**config.mk**
```make
export PLATFORM = sky130hd
export DESIGN_NAME = pan_sched_ctl
export DESIGN_NICKNAME = d
export VERILOG_FILES = /design/src/rtl/pan_sched_ctl.sv
export SDC_FILE = /design/constraint.sdc
export NUM_CORES = 1
export LEC_CHECK = 0
export ABC_CLOCK_PERIOD_IN_PS = 4600
export CORE_MARGIN = 4
export CORE_UTILIZATION = 30
export CTS_BUF_LIST = sky130_fd_sc_hd__clkbuf_8
export CTS_CLUSTER_DIAMETER = 150
export CTS_CLUSTER_SIZE = 28
export DETAILED_ROUTE_END_ITERATION = 10
export PLACE_DENSITY = 0.55
export SLEW_MARGIN = 20
export SYNTH_ARGS = -nofsm -noshare
export SYNTH_HDL_FRONTEND = slang
export SYNTH_SLANG_ARGS = --single-unit
```
**constraint.sdc**
```tcl
create_clock -name clk -period 4.6 [get_ports clk]
set_clock_uncertainty 0.1 [all_clocks]
set_input_delay 0.92 -clock clk [delete_from_list [all_inputs] [get_ports clk]]
set_output_delay 0.92 -clock clk [all_outputs]
set_load 0.01 [all_outputs]
```
**src/rtl/pan_sched_ctl.sv**
```systemverilog
// Pixel-panning sequencer: stages panning writes to frame boundaries, forces zero
// panning after a line-compare split, and blanks the shifter while its chain refills.
module pan_sched_ctl #(
    parameter int unsigned SETTLE_LEN = 9
) (
    input  logic       clk,
    input  logic       reset,
    input  logic       clk_en,
    input  logic       ar13_wr,
    input  logic [3:0] ar13_din,
    input  logic       pp_mode,
    input  logic       vsync_start,
    input  logic       line_cmp_hit,
    output logic [3:0] pp_ctl,
    output logic       pan_blank,
    output logic       pend_valid,
    output logic [3:0] pp_active
);

    typedef enum logic [0:0] {
        IDLE   = 1'b0,
        SETTLE = 1'b1
    } state_t;

    localparam logic [3:0] SETTLE_INIT = 4'(SETTLE_LEN);

    state_t     state_r;
    state_t     state_nxt_s;
    logic [3:0] settle_cnt_r;
    logic [3:0] settle_cnt_nxt_s;
    logic [3:0] staging_r;
    logic       pend_valid_r;
    logic [3:0] pp_active_r;
    logic       split_force_r;
    logic [3:0] pp_ctl_r;
    logic       pan_blank_r;

    logic [3:0] pp_active_nxt_s;
    logic       split_force_nxt_s;
    logic [3:0] pp_ctl_nxt_s;
    logic       pp_change_s;
    logic       pan_blank_nxt_s;

    // Next applied/forced panning values; pulses act on every clk, not just clk_en.
    always_comb begin
        pp_active_nxt_s   = pp_active_r;
        split_force_nxt_s = split_force_r;
        if (vsync_start && pend_valid_r) begin
            pp_active_nxt_s = staging_r;
        end else begin
            pp_active_nxt_s = pp_active_r;
        end
        // The frame boundary outranks a split landing in the same cycle.
        if (vsync_start) begin
            split_force_nxt_s = 1'b0;
        end else if (line_cmp_hit && pp_mode) begin
            split_force_nxt_s = 1'b1;
        end else begin
            split_force_nxt_s = split_force_r;
        end
        pp_ctl_nxt_s = split_force_nxt_s ? 4'h0 : pp_active_nxt_s;
        pp_change_s  = (pp_ctl_nxt_s != pp_ctl_r);
    end

    // Staging register, pending flag and applied panning registers.
    always_ff @(posedge clk) begin
        if (reset) begin
            staging_r     <= 4'h0;
            pend_valid_r  <= 1'b0;
            pp_active_r   <= 4'h0;
            split_force_r <= 1'b0;
            pp_ctl_r      <= 4'h0;
        end else begin
            if (ar13_wr) begin
                staging_r    <= ar13_din;
                pend_valid_r <= 1'b1;
            end else if (vsync_start) begin
                pend_valid_r <= 1'b0;
            end
            pp_active_r   <= pp_active_nxt_s;
            split_force_r <= split_force_nxt_s;
            pp_ctl_r      <= pp_ctl_nxt_s;
        end
    end

    // Settle FSM state register and registered blank output.
    always_ff @(posedge clk) begin
        if (reset) begin
            state_r      <= IDLE;
            settle_cnt_r <= 4'h0;
            pan_blank_r  <= 1'b0;
        end else begin
            state_r      <= state_nxt_s;
            settle_cnt_r <= settle_cnt_nxt_s;
            pan_blank_r  <= pan_blank_nxt_s;
        end
    end

    // Settle FSM next state: any change reloads the full settle window.
    always_comb begin
        state_nxt_s      = state_r;
        settle_cnt_nxt_s = settle_cnt_r;
        if (pp_change_s) begin
            state_nxt_s      = SETTLE;
            settle_cnt_nxt_s = SETTLE_INIT;
        end else begin
            case (state_r)
                IDLE: begin
                    state_nxt_s      = IDLE;
                    settle_cnt_nxt_s = 4'h0;
                end
                SETTLE: begin
                    if (clk_en) begin
                        if (settle_cnt_r == 4'd1) begin
                            state_nxt_s      = IDLE;
                            settle_cnt_nxt_s = 4'h0;
                        end else begin
                            state_nxt_s      = SETTLE;
                            settle_cnt_nxt_s = settle_cnt_r - 4'd1;
                        end
                    end else begin
                        state_nxt_s      = SETTLE;
                        settle_cnt_nxt_s = settle_cnt_r;
                    end
                end
                default: begin
                    state_nxt_s      = IDLE;
                    settle_cnt_nxt_s = 4'h0;
                end
            endcase
        end
    end

    // Settle FSM output decode.
    always_comb begin
        pan_blank_nxt_s = 1'b0;
        case (state_nxt_s)
            SETTLE:  pan_blank_nxt_s = 1'b1;
            IDLE:    pan_blank_nxt_s = 1'b0;
            default: pan_blank_nxt_s = 1'b0;
        endcase
    end

    assign pp_ctl     = pp_ctl_r;
    assign pan_blank  = pan_blank_r;
    assign pend_valid = pend_valid_r;
    assign pp_active  = pp_active_r;

endmodule

```
==> run_summary.xml, run 1 <==
<?xml version="1.0" encoding="UTF-8"?>
<metrics>
  <group name="synthesis">
    <metric name="synth-edff-count" unit="">0</metric>
    <metric name="yosysTopAreaCellShare" unit="%">39.3</metric>
    <metric name="synthesis.nets" unit="">113</metric>
    <metric name="yosys.cell_types.count" unit="">32</metric>
    <metric name="ys_seq_elements" unit="">19</metric>
    <metric name="post_synth_instance_area" unit="um^2">967</metric>
    <metric name="ys_warn_count" unit="">0</metric>
    <metric name="yosys_most_used_dff" unit="">dfxtp_1</metric>
    <metric name="sequential_share_of_the_synthesized_area" unit="%">39.3</metric>
    <metric name="syn_area_per_cell" unit="um^2">9.67</metric>
    <metric name="postSynthCellCount" unit="">100</metric>
    <metric name="netlist_top_cells_count" unit="">dfxtp_1 (19), nor2_1 (14), mux2i_1 (8)</metric>
    <metric name="synthMostInstantiatedCell" unit="">dfxtp_1</metric>
    <metric name="post_synth_main_area_contributors" unit="">dfxtp_1 (39%), mux2i_1 (8.3%), nor2_1 (5.4%)</metric>
    <metric name="synthDominantAreaCellType" unit="">dfxtp_1</metric>
    <metric name="postSynth.asyncResetShare" unit="%">0</metric>
  </group>
  <group name="power_and_ir_drop">
    <metric name="power.density" unit="mW/mm^2">295</metric>
    <metric name="power.leakage" unit="nW">0.474</metric>
    <metric name="irDropWorstVdd" unit="mV">0.104</metric>
  </group>
  <group name="clock_tree">
    <metric name="post_cts_resized" unit="">0</metric>
    <metric name="clk_latency" unit="ns">0.25</metric>
    <metric name="tritoncts" unit="">yes</metric>
    <metric name="max_clock_buf_depth" unit="">2</metric>
    <metric name="postCtsSetupRepairBufs" unit="">0</metric>
    <metric name="post_cts_hold_buffer_count" unit="">0</metric>
    <metric name="cts-htree-levels" unit="">1</metric>
    <metric name="numCtsBuffers" unit="">3</metric>
    <metric name="cts.sinks" unit="">19</metric>
    <metric name="clk_root_buffer_cell" unit="">clkbuf_8</metric>
    <metric name="clkTransAtPathRegs" unit="ns">0.07</metric>
  </group>
  <group name="worst_setup_path">
    <metric name="crit-reg2reg-capture" unit="">settle_cnt_r[2]$_SDFFE_PP0P_</metric>
    <metric name="cpPeakStageDelay" unit="ns">0.58</metric>
    <metric name="critical_register_to_register_path_startpoint" unit="">pend_valid$_SDFFE_PP0P_</metric>
    <metric name="setup.reg_to_reg.worst_slack" unit="ns">2.76</metric>
    <metric name="timing.reg2reg.worst_path_depth" unit="">5</metric>
    <metric name="worstPathCellList" unit="">clkdlybuf4s50_1 -&gt; nand2_4 -&gt; mux2i_1 -&gt; nor4b_2 -&gt; o32a_2 -&gt; nor4b_4</metric>
    <metric name="crit_path_max_fanout" unit="">9</metric>
    <metric name="setup.worst_path.class" unit="">input port to flop</metric>
    <metric name="timing.critical_path.required" unit="ns">4.61</metric>
    <metric name="worst_setup_path_start_kind" unit="">input port</metric>
    <metric name="timing.critical_path.slowest_stage_cell" unit="">clkdlybuf4s50_1</metric>
    <metric name="cp-end-kind" unit="">flop</metric>
    <metric name="critical_path_arrival" unit="ns">2.73</metric>
  </group>
  <group name="finish">
    <metric name="flow.area_growth_from_synthesis" unit="%">28.8</metric>
    <metric name="multi_input_comb_area" unit="um^2">549</metric>
    <metric name="antenna_cells" unit="">0</metric>
    <metric name="layout-drive-gt1-share" unit="%">14.2</metric>
    <metric name="final_util" unit="%">40.5</metric>
    <metric name="finish.net_count" unit="">134</metric>
    <metric name="area.sequential" unit="um^2">380</metric>
    <metric name="fillers" unit="">307</metric>
  </group>
  <group name="die">
    <metric name="placement_rows" unit="">20</metric>
    <metric name="start_util" unit="%">31.4</metric>
    <metric name="die_x" unit="um">64.8</metric>
    <metric name="die_area" unit="mm^2">0.00420</metric>
    <metric name="die_y" unit="um">64.8</metric>
    <metric name="coreArea" unit="mm^2">0.00308</metric>
    <metric name="io_pins" unit="">21</metric>
  </group>
  <group name="worst_hold_path">
    <metric name="worstHoldPathType" unit="">flop to flop</metric>
    <metric name="timing.hold.worst_path_depth" unit="">2</metric>
    <metric name="timing.hold.worst.start" unit="">state_r$_SDFF_PP0_</metric>
    <metric name="timing.hold.worst_endpoint" unit="">settle_cnt_r[0]$_SDFFE_PP0P_</metric>
  </group>
  <group name="detailed_routing">
    <metric name="detailedRoute.firstIterationViolations" unit="">38</metric>
    <metric name="remaining_drc_errors" unit="">0</metric>
    <metric name="route.antenna.remaining_nets" unit="">0</metric>
    <metric name="drt-vias-per-instance" unit="">4.65</metric>
    <metric name="dr.pass1.iters" unit="">4</metric>
    <metric name="drt-total-wl" unit="mm">1.97</metric>
    <metric name="vias" unit="">763</metric>
    <metric name="wire_per_inst" unit="um">12.0</metric>
  </group>
  <group name="timing">
    <metric name="finalHoldViolCount" unit="">0</metric>
    <metric name="post-route-period-util" unit="%">59.2</metric>
    <metric name="setup_tns" unit="ns">0</metric>
    <metric name="max_slew_violation_total_from_the_final_report" unit="">0</metric>
    <metric name="grt_setup_unrepaired" unit="">no</metric>
    <metric name="transition_time_of_the_tightest_slew_check_pin" unit="ns">0.857</metric>
    <metric name="slew_headroom" unit="%">42.7</metric>
    <metric name="timing.final.setup_violations" unit="">0</metric>
    <metric name="maxClockFrequency" unit="MHz">367</metric>
    <metric name="period_minus_ws_final" unit="ns">2.72</metric>
  </group>
  <group name="placement">
    <metric name="dp_hpwl" unit="mm">1.54</metric>
    <metric name="numPortBuffers" unit="">20</metric>
    <metric name="gp_weighted_congestion" unit="">0.801</metric>
  </group>
  <group name="global_route">
    <metric name="antenna_violations_before_repair" unit="">0</metric>
    <metric name="grt_max_degree" unit="">20</metric>
    <metric name="grt_pass1_wl" unit="mm">3.38</metric>
    <metric name="grt_overflow_total" unit="">0</metric>
    <metric name="first_global_vias" unit="">734</metric>
    <metric name="grt.total_usage" unit="%">10.2</metric>
  </group>
  <group name="run_status">
    <metric name="status" unit="">finished, final reports clean</metric>
  </group>
  <group name="run">
    <metric name="maxCapViolCount" unit="">0</metric>
  </group>
</metrics>
==> critical path: cells and delay by family <==
family | cells | cell delay, ns
simple gates | 3 | 0.48
buf+inv | 1 | 0.58
mux | 1 | 0.35
compound gates | 1 | 0.40
==> metrics by stage <==
stage	cells	power [mW]	worst slack [ns]	hold WS (ns)	area, um^2
2_1_floorplan	100	0.235	2.29	0.375	967
3_3_place_gp	160	0.257	1.68	0.411	1200
3_5_place_dp	160	0.258	1.61	0.410	1200
4_1_cts	164	0.372	1.87	0.423	1250
5_1_grt	164	0.386	1.70	0.452	1250
6_report	164	0.367	1.88	0.418	1250
==> cells by family after synthesis <==
group                      Yosys count  synth area share, %
AOI/OAI and AO/OA                   19                 14.4
xor gates and xnor gates             6                 5.43
adders and majority gates            2                 2.59
buffers and inverters                8                 3.88
DFF                                 19                 39.3
muxes                                9                 10.6
and+or+nand+nor                     37                 23.8
==> report_power, final <==
group	leakage (nW)	internal [mW]	total, mW	switching, mW
Sequential	0.155	0.173	0.183	0.00978
Clock	0.0255	0.0602	0.114	0.0535
Combinational	0.293	0.0371	0.0705	0.0333
==> final cells by class <==
type | count | area share, %
timing repair buffer | 20 | 16.1
tap | 44 | 4.42
clock inverter | 1 | 0.402
multi-input combinational | 73 | 44.1
clock buffer | 3 | 3.31
inverter | 4 | 1.20
sequential | 19 | 30.5
==> flip-flops by register name, summed over array words and instances, names as in the netlist <==
register	count
pp_active	4
state_r	1
pp_ctl	4
settle_cnt_r	4
staging_r	4
split_force_r	1
pend_valid	1
==> metal layers <==
layer,track usage [%],part of all wire [%]
met1,12.3,47
met2,16.6,46
met3,2.77,4.7
met4,4.75,1.8
met5,0,0
==> cell usage in the layout (no fill, tap or decap), types with 3 or more instances in the layout <==
master,Yosys,final
a21oi_1,4,4
a21oi_2,3,3
clkbuf_8,0,3
clkdlybuf4s50_1,0,20
dfxtp_1,19,19
inv_1,4,4
mux2i_1,8,8
nand2_1,3,3
nand2b_1,5,5
nor2_1,14,14
nor3_1,5,5
o21ai_0,4,4
xnor2_1,3,3
xor2_1,3,3
==> worst max-delay path by stage <==
stage | from | to | slack, ns | cells past startpoint
floorplan | vsync_start | settle_cnt_r[2]$_SDFFE_PP0P_ | 2.29 | 6
global placement | vsync_start | settle_cnt_r[2]$_SDFFE_PP0P_ | 1.68 | 6
detailed placement | vsync_start | settle_cnt_r[2]$_SDFFE_PP0P_ | 1.61 | 6
CTS | vsync_start | settle_cnt_r[2]$_SDFFE_PP0P_ | 1.87 | 6
global route | vsync_start | settle_cnt_r[2]$_SDFFE_PP0P_ | 1.70 | 6
finish | vsync_start | settle_cnt_r[2]$_SDFFE_PP0P_ | 1.88 | 6
(Power assumes the default switching activity.)
==> inputs of run 2 (changes only) <==
--- a/config.mk
+++ b/config.mk
@@ -5,14 +5,14 @@
 export SDC_FILE = /design/constraint.sdc
 export NUM_CORES = 1
 export LEC_CHECK = 0
-export ABC_CLOCK_PERIOD_IN_PS = 4600
+export ABC_CLOCK_PERIOD_IN_PS = 2310
 export CORE_MARGIN = 4
 export CORE_UTILIZATION = 30
 export CTS_BUF_LIST = sky130_fd_sc_hd__clkbuf_8
 export CTS_CLUSTER_DIAMETER = 150
 export CTS_CLUSTER_SIZE = 28
 export DETAILED_ROUTE_END_ITERATION = 10
-export PLACE_DENSITY = 0.55
+export PLACE_DENSITY = 0.57
 export SLEW_MARGIN = 20
 export SYNTH_ARGS = -nofsm -noshare
 export SYNTH_HDL_FRONTEND = slang
==> constraint.sdc (replaced) <==
create_clock -name clk -period 2.31 [get_ports clk]
set_clock_uncertainty 0.1 [all_clocks]
set_input_delay 0.462 -clock clk [delete_from_list [all_inputs] [get_ports clk]]
set_output_delay 0.462 -clock clk [all_outputs]
set_load 0.01 [all_outputs]
==> run 2 against run 1 <==
Routed wire length grew 5.2%. First-iteration DRC count up 11%. Worst setup slack worse by 1.8 ns. Non-clock buffer count increased by 12. Sequential cell count is the same. Global-route usage is 0.46 points higher. Combinational power up 130%. Sequential share of layout area fell by 2.1 points.
==> run_summary.xml, run 2 (synthesis gave the netlist of run 1 again) <==
<?xml version="1.0" encoding="UTF-8"?>
<metrics>
  <group name="finish">
    <metric name="fillers" unit="">308</metric>
    <metric name="mostFrequentLayoutCells" unit="">clkdlybuf4s50_1 (20), dfxtp_1 (19), nor2_1 (14)</metric>
    <metric name="finish.net_count" unit="">146</metric>
    <metric name="flow.area_growth_from_synthesis" unit="%">38.2</metric>
    <metric name="final_design_area_no_fill" unit="mm^2">0.00134</metric>
    <metric name="layout.cells.most_common" unit="">clkdlybuf4s50_1</metric>
    <metric name="final_util" unit="%">43.4</metric>
    <metric name="antenna_cells" unit="">0</metric>
    <metric name="layout-drive-gt1-share" unit="%">22.0</metric>
  </group>
  <group name="timing">
    <metric name="maxClockFrequency" unit="MHz">458</metric>
    <metric name="period_minus_ws_final" unit="ns">2.19</metric>
    <metric name="transition_time_of_the_tightest_slew_check_pin" unit="ns">0.372</metric>
    <metric name="post-route-period-util" unit="%">94.6</metric>
    <metric name="slew_headroom" unit="%">74.9</metric>
    <metric name="hold_ws" unit="ns">0.407</metric>
    <metric name="max_slew_violation_total_from_the_final_report" unit="">0</metric>
    <metric name="grt_setup_unrepaired" unit="">no</metric>
    <metric name="timing.final.setup_violations" unit="">0</metric>
    <metric name="finalHoldViolCount" unit="">0</metric>
  </group>
  <group name="detailed_routing">
    <metric name="dr.pass1.iters" unit="">4</metric>
    <metric name="detailedRoute.firstIterationViolations" unit="">42</metric>
    <metric name="wire_per_inst" unit="um">11.8</metric>
    <metric name="remaining_drc_errors" unit="">0</metric>
    <metric name="drt-vias-per-instance" unit="">4.68</metric>
    <metric name="vias" unit="">823</metric>
    <metric name="drt-total-wl" unit="mm">2.07</metric>
    <metric name="route.antenna.remaining_nets" unit="">0</metric>
  </group>
  <group name="clock_tree">
    <metric name="cts-htree-levels" unit="">1</metric>
    <metric name="clkTransAtPathRegs" unit="ns">0.07</metric>
    <metric name="clk_root_buffer_cell" unit="">clkbuf_8</metric>
    <metric name="postCtsSetupRepairBufs" unit="">0</metric>
    <metric name="post_cts_hold_buffer_count" unit="">0</metric>
    <metric name="cts.sinks" unit="">19</metric>
    <metric name="clk_latency" unit="ns">0.25</metric>
    <metric name="post_cts_resized" unit="">0</metric>
    <metric name="tritoncts" unit="">yes</metric>
    <metric name="max_clock_buf_depth" unit="">2</metric>
    <metric name="numCtsBuffers" unit="">3</metric>
  </group>
  <group name="global_route">
    <metric name="grt_pass1_wl" unit="mm">3.49</metric>
    <metric name="first_global_vias" unit="">806</metric>
    <metric name="antenna_violations_before_repair" unit="">0</metric>
    <metric name="grt.total_usage" unit="%">10.6</metric>
    <metric name="grt_overflow_total" unit="">0</metric>
    <metric name="grt_max_degree" unit="">20</metric>
  </group>
  <group name="power_and_ir_drop">
    <metric name="power.clock.fraction" unit="%">30.3</metric>
    <metric name="power.total" unit="mW">0.750</metric>
    <metric name="switching_share" unit="%">26.3</metric>
    <metric name="irDropWorstVdd" unit="mV">0.274</metric>
    <metric name="power.density" unit="mW/mm^2">561</metric>
    <metric name="p_seq_share" unit="%">48.6</metric>
    <metric name="pwr-share-comb" unit="%">21.1</metric>
    <metric name="power_report.internal_total" unit="mW">0.553</metric>
    <metric name="power.switching" unit="mW">0.197</metric>
    <metric name="power.leakage" unit="nW">0.530</metric>
  </group>
  <group name="worst_setup_path">
    <metric name="critical_path_buf_inv_count" unit="">2</metric>
    <metric name="critical-path-top-delay-family" unit="">buffers and inverters</metric>
    <metric name="timing.reg2reg.worst_path_depth" unit="">6</metric>
    <metric name="cp.depth" unit="">7</metric>
    <metric name="worst_setup_path_endpoint" unit="">settle_cnt_r[2]$_SDFFE_PP0P_</metric>
    <metric name="critical_register_to_register_path_startpoint" unit="">pend_valid$_SDFFE_PP0P_</metric>
    <metric name="timing.critical_path.required" unit="ns">2.38</metric>
    <metric name="crit-reg2reg-capture" unit="">settle_cnt_r[2]$_SDFFE_PP0P_</metric>
    <metric name="setup.reg_to_reg.worst_slack" unit="ns">0.44</metric>
    <metric name="worstPathCellList" unit="">clkdlybuf4s50_1 -&gt; nand2_4 -&gt; buf_4 -&gt; mux2i_1 -&gt; nor4_1 -&gt; o32a_2 -&gt; nor4b_4</metric>
    <metric name="timing.critical_path.slowest_stage_cell" unit="">clkdlybuf4s50_1</metric>
    <metric name="setup.worst_path.class" unit="">input port to flop</metric>
    <metric name="cpPeakStageDelay" unit="ns">0.60</metric>
    <metric name="worst_setup_path_start_kind" unit="">input port</metric>
    <metric name="startpoint" unit="">vsync_start</metric>
    <metric name="cp-end-kind" unit="">flop</metric>
    <metric name="crit_path_max_fanout" unit="">7</metric>
    <metric name="critical_path_arrival" unit="ns">2.26</metric>
  </group>
  <group name="worst_hold_path">
    <metric name="worstHoldPathType" unit="">flop to flop</metric>
  </group>
  <group name="placement">
    <metric name="numPortBuffers" unit="">20</metric>
    <metric name="dp_hpwl" unit="mm">1.64</metric>
    <metric name="gp_weighted_congestion" unit="">0.843</metric>
    <metric name="postPlaceCellArea" unit="mm^2">0.00129</metric>
  </group>
  <group name="run_status">
    <metric name="status" unit="">finished, final reports clean</metric>
  </group>
  <group name="die">
    <metric name="die_y" unit="um">64.8</metric>
    <metric name="die_x" unit="um">64.8</metric>
    <metric name="die_area" unit="mm^2">0.00420</metric>
    <metric name="placement_rows" unit="">20</metric>
    <metric name="coreArea" unit="mm^2">0.00308</metric>
    <metric name="start_util" unit="%">31.4</metric>
    <metric name="io_pins" unit="">21</metric>
  </group>
  <group name="run">
    <metric name="maxCapViolCount" unit="">0</metric>
  </group>
</metrics>
## run 2: cell count changes in the layout (fill, tap and decap cells not counted)
cell   before  now
buf_4       0   12
## run 2: worst reg2reg max path: stages, from the launching register on
cell and delay, ns:
dfxtp_1 0.48, nand2_4 0.15, buf_4 0.17, mux2i_1 0.11
nor4_1 0.28, o32a_2 0.28, nor4b_4 0.21
## run 2: power by group through the flow
stage | registers (mW) | clock network, mW | logic [mW]
floorplan | 0.370 | 0 | 0.0976
global placement | 0.372 | 0 | 0.156
detailed placement | 0.372 | 0 | 0.160
CTS | 0.365 | 0.233 | 0.161
global route | 0.367 | 0.254 | 0.174
finish | 0.365 | 0.227 | 0.159
## run 2: how the worst min path moves through the flow
stage / slack (ns) / from / depth (start not counted) / end
after detailed placement: 0.41 / state_r$_SDFF_PP0_ / 2 / settle_cnt_r[0]$_SDFFE_PP0P_
after global placement: 0.41 / state_r$_SDFF_PP0_ / 2 / settle_cnt_r[0]$_SDFFE_PP0P_
after floorplan: 0.37 / staging_r[0]$_SDFFE_PP0P_ / 2 / staging_r[0]$_SDFFE_PP0P_
after CTS: 0.41 / state_r$_SDFF_PP0_ / 2 / settle_cnt_r[0]$_SDFFE_PP0P_
final: 0.41 / state_r$_SDFF_PP0_ / 2 / settle_cnt_r[0]$_SDFFE_PP0P_
after global routing: 0.44 / state_r$_SDFF_PP0_ / 2 / settle_cnt_r[0]$_SDFFE_PP0P_
## run 2: cell type report
class | instances | area (um^2) | share of cell area (%)
clock buffers | 3 | 41.3 | 3.09
clock inverters | 1 | 5.00 | 0.375
inverters | 4 | 15.0 | 1.12
multi-input cells | 73 | 549 | 41.1
flip-flops and latches | 19 | 380 | 28.5
well taps | 44 | 55.1 | 4.12
repair buffers | 32 | 290 | 21.7
## run 2: per-layer routing
layer  share of wire (%)  track usage [%]  vias up  wire length, um
met3                 4.2             3.64        7               86
met2                  49             18.0       20             1020
met5                   0                0        -                0
met1                  44             11.8      383              913
li1                    -                -      413                -
met4                 2.3             5.01        0               48
## run 2: stage by stage
step | TNS (ns) | std cells | setup WS (ns)
finish | 0 | 176 | 0.125
global route | 0 | 176 | 0.0310
CTS | 0 | 176 | 0.130
detailed placement | -0.353 | 172 | -0.141
global placement | -0.226 | 172 | -0.0924
floorplan | 0 | 100 | 0.461
